==> config.mk <==
export PLATFORM = sky130hd
export DESIGN_NAME = riscv_ascon_state_writeback
export DESIGN_NICKNAME = d
export VERILOG_FILES = /design/src/rtl/riscv_ascon_state_writeback.sv
export SDC_FILE = /design/constraint.sdc
export NUM_CORES = 1
export LEC_CHECK = 0
export BUFFER_PORTS_ARGS = -buffer_cell sky130_fd_sc_hd__buf_2
export CAP_MARGIN = 20
export CORE_MARGIN = 5
export CORE_UTILIZATION = 41
export CTS_BUF_LIST = sky130_fd_sc_hd__clkbuf_4 sky130_fd_sc_hd__clkbuf_8
export CTS_CLUSTER_SIZE = 24
export DETAILED_ROUTE_END_ITERATION = 10
export SLEW_MARGIN = 20
export SYNTH_ARGS = -nofsm -noshare
export SYNTH_HDL_FRONTEND = slang
export SYNTH_SLANG_ARGS = --single-unit
==> constraint.sdc <==
create_clock -name clk -period 2 [get_ports clk]
set_input_delay 0.2 -clock clk [delete_from_list [all_inputs] [get_ports clk]]
set_output_delay 0.2 -clock clk [all_outputs]
set_load 0.03 [all_outputs]
==> src/rtl/riscv_ascon_state_writeback.sv <==
// riscv_ascon_state_writeback
// Buffers one 320-bit Ascon state {x0..x4} and writes it to the GPR file as
// ten 32-bit words: a2-a7 (x12-x17), then t3-t6 (x28-x31).
// Each word is arbitrated against core writeback through the rf_gnt_* inputs.
// Optional macro ASCON_WB_DUAL_PORT_EN: writes two words per cycle on ports
// A and B. A pair advances only when both ports are granted in the same cycle.
// Without the macro, port B is tied off and only port A is used.
module riscv_ascon_state_writeback #(
  parameter int SWAP_ENDIAN = 1,
  parameter int NUM_WORDS   = 10
) (
  input  logic         clk,
  input  logic         rst_n,
  input  logic         state_valid_i,
  output logic         state_ready_o,
  input  logic [319:0] state_i,
  output logic         rf_we_a_o,
  output logic [4:0]   rf_waddr_a_o,
  output logic [31:0]  rf_wdata_a_o,
  input  logic         rf_gnt_a_i,
  output logic         rf_we_b_o,
  output logic [4:0]   rf_waddr_b_o,
  output logic [31:0]  rf_wdata_b_o,
  input  logic         rf_gnt_b_i,
  output logic         busy_o,
  output logic         done_o
);

  // The GPR map is hard-wired for exactly ten words.
  if (NUM_WORDS != 10) begin : g_bad_num_words
    $error("riscv_ascon_state_writeback: NUM_WORDS must be 10");
  end

  typedef enum logic [1:0] {S_IDLE, S_WRITE, S_DONE} state_e;

`ifdef ASCON_WB_DUAL_PORT_EN
  localparam logic [3:0] LAST_IDX = 4'd8;
  localparam logic [3:0] IDX_STEP = 4'd2;
`else
  localparam logic [3:0] LAST_IDX = 4'd9;
  localparam logic [3:0] IDX_STEP = 4'd1;
`endif

  state_e         state_q, state_d;
  logic [3:0]     idx_q, idx_d;
  logic [319:0]   buf_q, buf_d;
  logic           adv;
  logic           we_a, we_b;
  logic [3:0]     idx_b;

  // Word i is the i-th 32-bit slice counted from the MSB: x0.hi, x0.lo, x1.hi, ...
  function automatic logic [31:0] word_at(input logic [319:0] b, input logic [3:0] i);
    logic [319:0] sh;
    sh = b << {i, 5'b0};
    return sh[319:288];
  endfunction

  function automatic logic [31:0] swap32(input logic [31:0] w);
    return (SWAP_ENDIAN != 0) ? {w[7:0], w[15:8], w[23:16], w[31:24]} : w;
  endfunction

  // idx 0..5 -> x12..x17, idx 6..9 -> x28..x31
  function automatic logic [4:0] gpr_of(input logic [3:0] i);
    return (i < 4'd6) ? 5'd12 + {1'b0, i} : 5'd22 + {1'b0, i};
  endfunction

`ifdef ASCON_WB_DUAL_PORT_EN
  assign adv = rf_gnt_a_i && rf_gnt_b_i;
`else
  assign adv = rf_gnt_a_i;
  // Port B is not used in the single-port build.
  logic unused_gnt_b;
  assign unused_gnt_b = rf_gnt_b_i;
`endif

  // FSM state, word index and state buffer.
  always_ff @(posedge clk or negedge rst_n) begin
    if (!rst_n) begin
      state_q <= S_IDLE;
      idx_q   <= 4'd0;
      buf_q   <= '0;
    end else begin
      state_q <= state_d;
      idx_q   <= idx_d;
      buf_q   <= buf_d;
    end
  end

  // Next-state logic and handshake/control outputs.
  always_comb begin
    state_d       = state_q;
    idx_d         = idx_q;
    buf_d         = buf_q;
    state_ready_o = 1'b0;
    busy_o        = 1'b0;
    done_o        = 1'b0;
    we_a          = 1'b0;
    we_b          = 1'b0;
    case (state_q)
      S_IDLE: begin
        state_ready_o = 1'b1;
        if (state_valid_i) begin
          buf_d   = state_i;
          idx_d   = 4'd0;
          state_d = S_WRITE;
        end
      end
      S_WRITE: begin
        busy_o = 1'b1;
        we_a   = 1'b1;
`ifdef ASCON_WB_DUAL_PORT_EN
        we_b   = 1'b1;
`endif
        if (adv) begin
          if (idx_q == LAST_IDX) state_d = S_DONE;
          else                   idx_d   = idx_q + IDX_STEP;
        end
      end
      S_DONE: begin
        done_o  = 1'b1;
        state_d = S_IDLE;
      end
      default: state_d = S_IDLE;
    endcase
  end

  assign idx_b = idx_q + 4'd1;

  // Address/data come only from registered state; zero when not requesting.
  assign rf_we_a_o    = we_a;
  assign rf_waddr_a_o = we_a ? gpr_of(idx_q) : 5'd0;
  assign rf_wdata_a_o = we_a ? swap32(word_at(buf_q, idx_q)) : 32'd0;
  assign rf_we_b_o    = we_b;
  assign rf_waddr_b_o = we_b ? gpr_of(idx_b) : 5'd0;
  assign rf_wdata_b_o = we_b ? swap32(word_at(buf_q, idx_b)) : 32'd0;

endmodule

Yosys cells after proc, flatten, opt, wreduce, memory -nomap -nowiden
Index checks and enable logic that the tools add are counted.
- flip-flop bits (word level): 326
- input port bits: 325
- logic and storage cells: 34
- add/sub/neg operators: 3
- order comparisons: 1
- eq/ne operators: 7
- shifts and indexed selects: 1
- multiplexer cells: 14
- reductions and logical operators: 5
- operator list (kind ; number):
    << shifter 320 x 9 -> 320 bit ; 1
    2-to-1 mux 32 bit ; 1
    2-to-1 mux 4 bit ; 3
    2-to-1 mux 5 bit ; 2
    != test 2 bit (second input constant) ; 4
    case mux 4 bit (2 select lines) ; 1
    2-to-1 mux 2 bit ; 3
    adder 4 x 4 -> 5 bit (first input constant) ; 1
    adder 5 x 4 -> 5 bit (first input constant) ; 1
    adder 4 x 1 -> 4 bit (second input constant) ; 1
    == test 4 bit (second input constant) ; 1
    less-than comparator 4 x 3 -> 1 bit (second input constant) ; 1
    case mux 2 bit (2 select lines) ; 1
    AND reduction 4 bit ; 1
    2-to-1 mux 1 bit ; 3
    AND reduction 3 bit ; 1
    == test 2 x 1 -> 1 bit (second input constant) ; 1
    == test 2 bit (second input constant) ; 1
    zero test 2 bit ; 1
    AND reduction 2 bit ; 1
    nonzero test 2 bit ; 1

Depth between registers and ports, before layout
- word-level depth: 4
- gate-level depth with buffers: 9
- mapped depth without buffers: 5

Least setup slack after synthesis
No wires, ideal clock.
- path type: reg2out
- from: reg idx_q[1]
- to: out rf_wdata_a_o[15]
- data arrival time: 2.017 ns
- setup slack: -0.217 ns
- cell stages (with the launch flop): 7
- path buffers: 4
- cell sequence: dfrtp_1 > buf_2 > buf_2 > clkbuf_1 > buf_2 > a211oi_1 > o31ai_1
- word-level cells in the longest chain between the ends: 2
- ends and longest elaborated chain (element ; RTL line ; text):
    start: declaration ; 45 ; logic [3:0] idx_q, idx_d;
    start signal: assignment ; 84 ; idx_q <= idx_d;
    << shifter 320 x 9 -> 320 bit ; 54 ; sh = b << {i, 5'b0};
    2-to-1 mux 32 bit ; 132 ; assign rf_wdata_a_o = we_a ? swap32(word_at(buf_q, idx_q)) : 32'd0;
    end: declaration ; 19 ; output logic [31:0] rf_wdata_a_o,
Every way passes these cells.

Worst setup path after layout
- from: reg idx_q[1]
- to: out rf_wdata_a_o[22]
Same word-level chain as after synthesis.

==> impl_metrics.env <==
export IMPL_status="finished with violations"
export IMPL_violations="setup timing"
export IMPL_h_tree_depth=2
export IMPL_power_mw=40.6
export IMPL_crit_fanout=12
export IMPL_fp_dieW_um=213
export IMPL_area_growth_pct=48.3
export IMPL_maxClockFrequency_mhz=396
export IMPL_synthCells=1136
export IMPL_yosysWarningCount=0
export IMPL_setup_viol=190
export IMPL_critPathKind="flip-flop to primary output"
export IMPL_numCtsBuffers=56
export IMPL_rsz0062_at_grt="yes"
export IMPL_wl_per_cell_um=22.5
export IMPL_r2r_slack_ns=-0.05
export IMPL_grt_start_max_net_pins=73
export IMPL_ir_drop_mv=1.10
export IMPL_slew_limit_headroom=0.621
export IMPL_fin_nets=2226
export IMPL_port_buffers=364
export IMPL_dpl_cell_area_um2=19400
export IMPL_fin_hold_ws_ns=0.0772
export IMPL_synth_edf_count=0
export IMPL_finalHoldViolCount=0
export IMPL_timing_final_ws_setup_ns=-0.523
export IMPL_ys_async_sr_fraction=1.00
export IMPL_cts_sinks=326
export IMPL_grt_pass1_vias=13457
export IMPL_routabilityCongestion=0.828
export IMPL_ioPinCount=404
export IMPL_cp_num_buf_inv=4
export IMPL_syn_area_um2=16800
export IMPL_hp_class="primary input to asynchronous set/reset pin"
export IMPL_r2r_end="buf_q[177]"
export IMPL_num_rows=74
export IMPL_cpPeakStageDelay_ns=0.50
export IMPL_critPathRequiredTime_ns=1.80
export IMPL_wirelength_mm=55.6
export IMPL_maxSlewViolCount=0
export IMPL_rr_worst_depth=7
export IMPL_skew_ns=0.0348
export IMPL_busiest_layer="met2"
export IMPL_synth_commonest_cells="326 x dfrtp_1, 278 x mux2_4, 170 x mux2_2"
export IMPL_clk_pin_slew_worst_paths_ns=0.06
export IMPL_grt_usage=0.233
export IMPL_ant_nets=0
export IMPL_worstSetupStartpoint="idx_q[1]"
export IMPL_yosysTopAreaCell="dfrtp_1"
export IMPL_antenna_found_initial=3
export IMPL_dp_cells=2015
export IMPL_synth_top_area_frac=0.485
export IMPL_grt_pass1_wl_mm=80.5
export IMPL_finalInstanceArea_um2=24900
export IMPL_detail_route_iter0_violations=725
export IMPL_yosysUniqueCellTypes=35
export IMPL_core_area_um2=40700
export IMPL_insertion_delay_ns=0.64
export IMPL_die_y_um=213
export IMPL_drive_above_1_share=0.571
export IMPL_cp_common_cell="buf_4"
export IMPL_clockBufferDepth=3
export IMPL_hpwl_mm=34.5
export IMPL_finalCritPeriodShare=1.26
export IMPL_crit_reg2reg_launch="state_q[0]"
export IMPL_drc_errors=0
export IMPL_period_needed_ns=2.52
export IMPL_crit_cells=7
export IMPL_cts_tree="built"
export IMPL_firstDrtPassIters=5
export IMPL_avgSynthCellArea_um2=14.8
export IMPL_met2_usage=0.386
export IMPL_root_buffer="clkbuf_8"
export IMPL_worstPathCellList="buf_12, buf_4, nor2b_1, a211oi_1, buf_4, o31ai_2, buf_4"
export IMPL_grt_util_met3=0.0493
export IMPL_seq_area_frac_synth=0.485
export IMPL_critPathLaunchType="flip-flop"
export IMPL_drv_cap=0
export IMPL_crit_family="buffers and inverters"
export IMPL_use_met1=0.300
export IMPL_tightest_slew_ns=0.568
export IMPL_vias_per_cell=5.02
export IMPL_p_leak_nw=12.2
export IMPL_crit_end="rf_wdata_a_o[22]"
export IMPL_yosys_most_used_dff="dfrtp_1"
export IMPL_final_setup_tns_ns=-19.63
export IMPL_grt_ovfl_total=0
export IMPL_initial_core_util=0.413
export IMPL_synth_area_top_cells="dfrtp_1 49%, mux2_4 25%, mux2_2 11%, buf_12 2.6%, buf_4 1.7%"
export IMPL_die_area_um2=45200
export IMPL_vias=12408
export IMPL_worstPathArrival_ns=2.32
export IMPL_p_per_area_nw_per_um2=1630
export IMPL_yosysMostFrequentCell="dfrtp_1"
export IMPL_end_kind="primary output"
export IMPL_slowest_stage="dfrtp_4"
export IMPL_ys_ff_latch=326
export IMPL_stdcell_count=2470
==> what timing repair did <==
item | in CTS | in global routing
hold buffers | 323 | 0
buffers inserted | 10 | 14
gates resized for setup | 129 | 55
endpoints found under the hold margin | 650 | 0
cloned | 2 | 10
pin swaps | 11 | 12
setup endpoints to repair | 39 | 327
==> worst reg2reg max path, cell delays in order, from the launching register on <==
cell,delay [ns]
dfrtp_1,0.40
buf_6,0.13
buf_6,0.11
buf_6,0.10
or3b_4,0.43
buf_12,0.19
buf_12,0.22
mux2_4,0.34
==> registers in the layout (all words and copies together), names as in the netlist <==
register  count
buf_q       320
idx_q         4
state_q       2
==> cell type report <==
class | count | area, µm²
timing repair buffer | 789 | 6680
clock buffer | 88 | 1070
multi-input combinational | 721 | 8300
inverter | 4 | 20.0
fill | 3050 | 15800
clock inverter | 7 | 41.3
tap | 532 | 666
sequential | 326 | 8170
antenna | 3 | 7.51
==> logic make-up after synthesis <==
family,count (synthesis),share of synthesized area
AO/OA/AOI/OAI,137,0.0534
adder cells (fa/ha/maj),3,0.00223
buffers and inverters,126,0.0641
flip-flops,326,0.485
multiplexers,450,0.363
other,1,0.000223
AND/OR/NAND/NOR,93,0.0317
==> how the worst min path moves through the flow <==
stage               cells past startpoint   from  slack, ns         end
floorplan                               0  rst_n       -0.1    buf_q[0]
global placement                        1  rst_n       0.15  buf_q[185]
detailed placement                      1  rst_n       0.15  buf_q[121]
CTS                                     2  rst_n       0.04  buf_q[128]
global route                            2  rst_n       0.07  buf_q[121]
finish                                  2  rst_n       0.08  buf_q[153]
==> report_power, final <==
group	switching, mW	total [mW]	internal [mW]
Clock	2.81	6.19	3.38
Sequential	1.89	11.9	9.99
Combinational	10.2	22.5	12.4
==> per-stage QoR <==
| stage | utilization | setup WS [ns] |
|---|---|---|
| 2_1_floorplan | - | 0.0269 |
| 3_3_place_gp | 0.477 | -0.0282 |
| 3_5_place_dp | 0.477 | -0.0131 |
| 5_1_grt | 0.612 | -0.707 |
| 4_1_cts | 0.598 | -0.598 |
| 6_report | 0.612 | -0.523 |
==> metal layers <==
layer / vias up / share of wire / wire [µm]
li1: 5597 / - / -
met1: 6269 / 0.42 / 23200
met2: 422 / 0.49 / 27500
met3: 120 / 0.055 / 3050
met4: 0 / 0.033 / 1830
met5: - / 0 / 0
==> cell usage in the layout, fill, tap and decap left out, drive strengths merged, types with 2 or more instances in the layout <==
master and instances:
a211oi 33, a21oi 4, and2 3, buf 457, clkbuf 97, clkinv 7
conb 38, dfrtp 326, diode 3, dlygate4sd3 323, ha 3, inv 4
mux2 448, mux2i 2, nand2 4, nand2b 3, nand3 32, nand3b 2
nor2 7, nor2b 34, nor3b 3, o21ai 33, o22ai 33, o31ai 32
(Power assumes the default switching activity.)
